`src/rtl/led_frame_serializer.sv`:
```
// WS2812-style serializer: captures a frame on start, sends it MSB first as
// pulse-width encoded bits, then holds the line low for the latch period.
module led_frame_serializer #(
  parameter int unsigned NUM_LEDS     = 18,
  parameter int unsigned BITS_PER_LED = 24,
  parameter int unsigned T0H          = 20,
  parameter int unsigned T1H          = 40,
  parameter int unsigned TBIT         = 60,
  parameter int unsigned TRST         = 3000
) (
  input  logic                             clk,
  input  logic                             reset,
  input  logic [NUM_LEDS*BITS_PER_LED-1:0] frame,
  input  logic                             start,
  output logic                             led_dout,
  output logic                             busy,
  output logic                             frame_done
);

  localparam int unsigned NBITS = NUM_LEDS * BITS_PER_LED;
  localparam int unsigned BW    = (NBITS > 1) ? $clog2(NBITS) : 1;
  localparam int unsigned PW    = (TBIT > 1) ? $clog2(TBIT) : 1;
  localparam int unsigned LW    = (TRST > 1) ? $clog2(TRST) : 1;

  localparam logic [BW-1:0] BitLast = BW'(NBITS - 1);
  localparam logic [PW-1:0] PhLast  = PW'(TBIT - 1);
  localparam logic [PW-1:0] T0hCnt  = PW'(T0H);
  localparam logic [PW-1:0] T1hCnt  = PW'(T1H);
  localparam logic [LW-1:0] LatLast = LW'(TRST - 1);

  localparam logic [1:0] StIdle  = 2'd0;
  localparam logic [1:0] StSend  = 2'd1;
  localparam logic [1:0] StLatch = 2'd2;

  logic [1:0]       state_q, state_d;
  logic [NBITS-1:0] shadow_q, shadow_d;
  logic [BW-1:0]    bit_q, bit_d;
  logic [PW-1:0]    phase_q, phase_d;
  logic [LW-1:0]    latch_q, latch_d;
  logic             dout_q, dout_d;
  logic             busy_q, busy_d;
  logic             done_q, done_d;

  always_comb begin
    state_d  = state_q;
    shadow_d = shadow_q;
    bit_d    = bit_q;
    phase_d  = phase_q;
    latch_d  = latch_q;
    case (state_q)
      StIdle: begin
        if (start) begin
          state_d  = StSend;
          shadow_d = frame;
          bit_d    = '0;
          phase_d  = '0;
          latch_d  = '0;
        end
      end
      StSend: begin
        if (phase_q == PhLast) begin
          phase_d  = '0;
          // Shadow shifts left so the bit in flight is always its MSB.
          shadow_d = shadow_q << 1;
          if (bit_q == BitLast) begin
            state_d = StLatch;
            bit_d   = '0;
            latch_d = '0;
          end else begin
            bit_d = bit_q + 1'b1;
          end
        end else begin
          phase_d = phase_q + 1'b1;
        end
      end
      StLatch: begin
        if (latch_q == LatLast) begin
          state_d = StIdle;
          latch_d = '0;
        end else begin
          latch_d = latch_q + 1'b1;
        end
      end
      default: state_d = StIdle;
    endcase
  end

  // Outputs are registered from the current state, one cycle behind it.
  always_comb begin
    dout_d = (state_q == StSend) &&
             (phase_q < (shadow_q[NBITS-1] ? T1hCnt : T0hCnt));
    busy_d = (state_q != StIdle);
    done_d = (state_q == StLatch) && (latch_q == LatLast);
  end

  always_ff @(posedge clk or posedge reset) begin
    if (reset) begin
      state_q  <= StIdle;
      shadow_q <= '0;
      bit_q    <= '0;
      phase_q  <= '0;
      latch_q  <= '0;
      dout_q   <= 1'b0;
      busy_q   <= 1'b0;
      done_q   <= 1'b0;
    end else begin
      state_q  <= state_d;
      shadow_q <= shadow_d;
      bit_q    <= bit_d;
      phase_q  <= phase_d;
      latch_q  <= latch_d;
      dout_q   <= dout_d;
      busy_q   <= busy_d;
      done_q   <= done_d;
    end
  end

  assign led_dout   = dout_q;
  assign busy       = busy_q;
  assign frame_done = done_q;

endmodule

```
`config.mk`:
```
export PLATFORM = sky130hd
export DESIGN_NAME = led_frame_serializer
export DESIGN_NICKNAME = d
export VERILOG_FILES = /design/src/rtl/led_frame_serializer.sv
export SDC_FILE = /design/constraint.sdc
export NUM_CORES = 1
export LEC_CHECK = 0
export CORE_MARGIN = 2
export CORE_UTILIZATION = 30
export DETAILED_ROUTE_END_ITERATION = 12
export GPL_ROUTABILITY_DRIVEN = 0
export PLACE_DENSITY = 0.65
export RECOVER_POWER = 100
export REMOVE_ABC_BUFFERS = 1
export SYNTH_ARGS = -nofsm -noshare
export SYNTH_HDL_FRONTEND = slang
export SYNTH_SLANG_ARGS = --single-unit
export TNS_END_PERCENT = 100
```
`constraint.sdc`:
```
create_clock -name clk -period 14.35 [get_ports clk]
set_input_delay 1.435 -clock clk [delete_from_list [all_inputs] [get_ports clk]]
set_output_delay 1.435 -clock clk [all_outputs]
set_load 0.01 [all_outputs]
```
==> qor.yml <==
status: "complete, but fails checks"
violations: "capacitance limit, slew limit"
ff2ff_path_depth: 6
hold_end: "bit_q[8]$_DFFE_PP0P_"
startpoint: "state_q[0]$_DFFE_PP0P_"
rsz0062_at_grt: "no"
power.density_mw_per_mm2: 176.0
dpl.hpwl_mm: 37.77
required_ps: 14830
finalClockSkew_ps: 12.28
yosysTopAreaCell: "dfrtp_1"
setup_violations: 0
worstSetupEndpointType: "register"
post-route-util: 0.3959
tritoncts: "built"
tightest_slew_ps: 5333
grt_max_degree: 256
port-buffer-count: 437
min_from: "bit_q[8]$_DFFE_PP0P_"
first_pass_iters: 5
r2r-start: "state_q[0]$_DFFE_PP0P_"
clkLatencyLatePin_ps: 590
final_area_sq_mm: 0.02763
synth_edf_count: 0
area_growth_pct: 31.04
grt_pass1_vias: 17350
synth-seq-cells: 464
row_count: 97
antenna_found_initial: 6
synthTopCellsByCount: "870 x nand2_1, 464 x dfrtp_1, 452 x a31oi_1"
relSlewSlack: -2.575
ys.flop_type: "dfrtp_1"
async_reset_ff_frac: 1.000
fmax_mhz: 120.3
hold_path.class: "reg2reg"
syn_inst: 2549
postRouteAntennaNets: 0
drive_gt1_frac: 0.03352
cts_buffers: 53
via_count: 18300
initial_core_util: 0.3022
yosys.cell_count.top_type: "nand2_1"
totalWireLength_mm: 58.19
final-hold-violation-count: 0
grt_overflow: 0
synthesis.area_sq_mm: 0.02109
drtIter0Drc: 1588
postCtsHoldBufs: 0
coreArea_sq_mm: 0.06979
ys_types: 41
ys_top_cells_by_area: "dfrtp_1 55%, nand2_1 15%, a31oi_1 13%, nor2_1 7.9%, buf_2 2.2%"
start_kind: "register"
placed_area_sq_mm: 0.02593
report.final.slew_viol_count: 806
regToRegSetupSlack_ps: 6030
post_cts_buffers: 0
yosysWarnings: 0
final.min_clock_period_ps: 8315
final_nets: 3297
wl_per_cell_microns: 15.16
r2r_end: "shadow_q[425]$_DFFE_PP0P_"
vdd_drop_max_mv: 0.08257
routed_via_density: 4.769
cts_resized: 0
min_path_cells: 1
criticalPathCategory: "reg2reg"
grt_pass1_wl_mm: 93.54
clkTransAtPathRegs_ps: 60
cts_buffer_depth: 3
cp_max_fo: 94
die_y_microns: 269.1
syn_area_per_cell_sq_um: 8.272
root_buffer: "clkbuf_16"
power.leakage_nw: 11.75
cts_sinks: 464
die_area_sq_mm: 0.07243
netlist.area_leader.share: 0.5506
cts-htree-levels: 2
ys_seq_area_frac: 0.5506
drv_cap: 10
die_x_microns: 269.1
drc_errors: 0
cp_data_arrival_time_ps: 8800
grt_use_total: 0.1555
ios: 438
period_share: 0.5794
[routing by layer]
layer  track usage  vias to the layer above  part of all wire
li1              -                     9166                 -
met1        0.2105                     8703              0.45
met2        0.2517                      348              0.48
met3       0.03304                       79             0.049
met4       0.04263                        4             0.021
met5             0                        -           0.00052
[layout make-up]
| type | count | area (sq um) |
|---|---|---|
| sequential | 464 | 11610 |
| multi-input combinational | 1874 | 8513 |
| antenna | 3 | 7.507 |
| clock buffer | 78 | 1593 |
| clock inverter | 16 | 161.4 |
| tap | 940 | 1176 |
| fill | 7111 | 42150 |
| timing repair buffer | 454 | 4538 |
| inverter | 8 | 31.28 |
[sequential cells by signal (all words and copies together), names as in the netlist]
| signal | cells |
|---|---|
| frame_done | 1 |
| led_dout | 1 |
| latch_q | 12 |
| shadow_q | 432 |
| busy | 1 |
| phase_q | 6 |
| state_q | 2 |
| bit_q | 9 |
[how the worst max path moves through the flow]
stage,cells past startpoint,end
final,6,shadow_q[425]$_DFFE_PP0P_
after detailed placement,6,shadow_q[236]$_DFFE_PP0P_
after floorplan,3,bit_q[3]$_DFFE_PP0P_
after global routing,3,shadow_q[112]$_DFFE_PP0P_
after global placement,6,shadow_q[407]$_DFFE_PP0P_
after CTS,6,shadow_q[193]$_DFFE_PP0P_
[worst max-delay path, cell delays in order (launching register included)]
cell      delay (ps)
dfrtp_1          510
nor2b_1          250
buf_4            620
clkbuf_1        2570
clkbuf_1        2960
nand2_1          780
a31oi_1          370
[cell families after synthesis]
kind of cell / Yosys count / synth area share
buffers and inverters: 211 / 0.04563
and+or+nand+nor: 1382 / 0.2547
DFF: 464 / 0.5506
AOI/OAI and AO/OA: 482 / 0.1435
adders and majority gates: 7 / 0.004153
muxes: 1 / 0.0005340
xor gates and xnor gates: 2 / 0.0008309
[layout by cell type (no fill, tap or decap), drive strengths merged, types with 3 or more instances in the layout]
cell type / n
nand2: 870
dfrtp: 464
a31oi: 452
nor2: 441
clkdlybuf4s50: 432
clkbuf: 85
nand3: 22
clkinv: 11
buf: 10
o21ai: 9
nand2b: 8
and3: 8
inv: 8
ha: 7
nand3b: 6
nand4: 5
a21oi: 5
dlygate4sd3: 5
nor3b: 4
nand4b: 4
diode: 3
nor2b: 3
o21bai: 3
o211ai: 3
a22o: 3
bufinv: 3
[stage by stage]
| stage | power (mW) | instances | hold WS (ps) | setup slack (ps) | setup TNS [ps] |
|---|---|---|---|---|---|
| floorplan | 3.292 | 2346 | 466.4 | -14840 | -6493800 |
| finish | 4.864 | 3837 | 509.6 | 6035 | 0 |
| CTS | 4.923 | 3834 | 509.0 | 9952 | 0 |
| global route | 5.253 | 3837 | 543.1 | 4892 | 0 |
| detailed placement | 3.525 | 3740 | 494.7 | 9324 | 0 |
| global placement | 3.466 | 3740 | 494.4 | 9378 | 0 |
[power breakdown]
| group | internal, mW | switching, mW | leakage, nW | total, mW |
|---|---|---|---|---|
| combinational | 0.602 | 0.591 | 5.65 | 1.19 |
| clock | 0.817 | 0.551 | 0.873 | 1.37 |
| sequential | 1.94 | 0.360 | 5.23 | 2.30 |
Note: power is estimated with default switching activity, not from simulation.
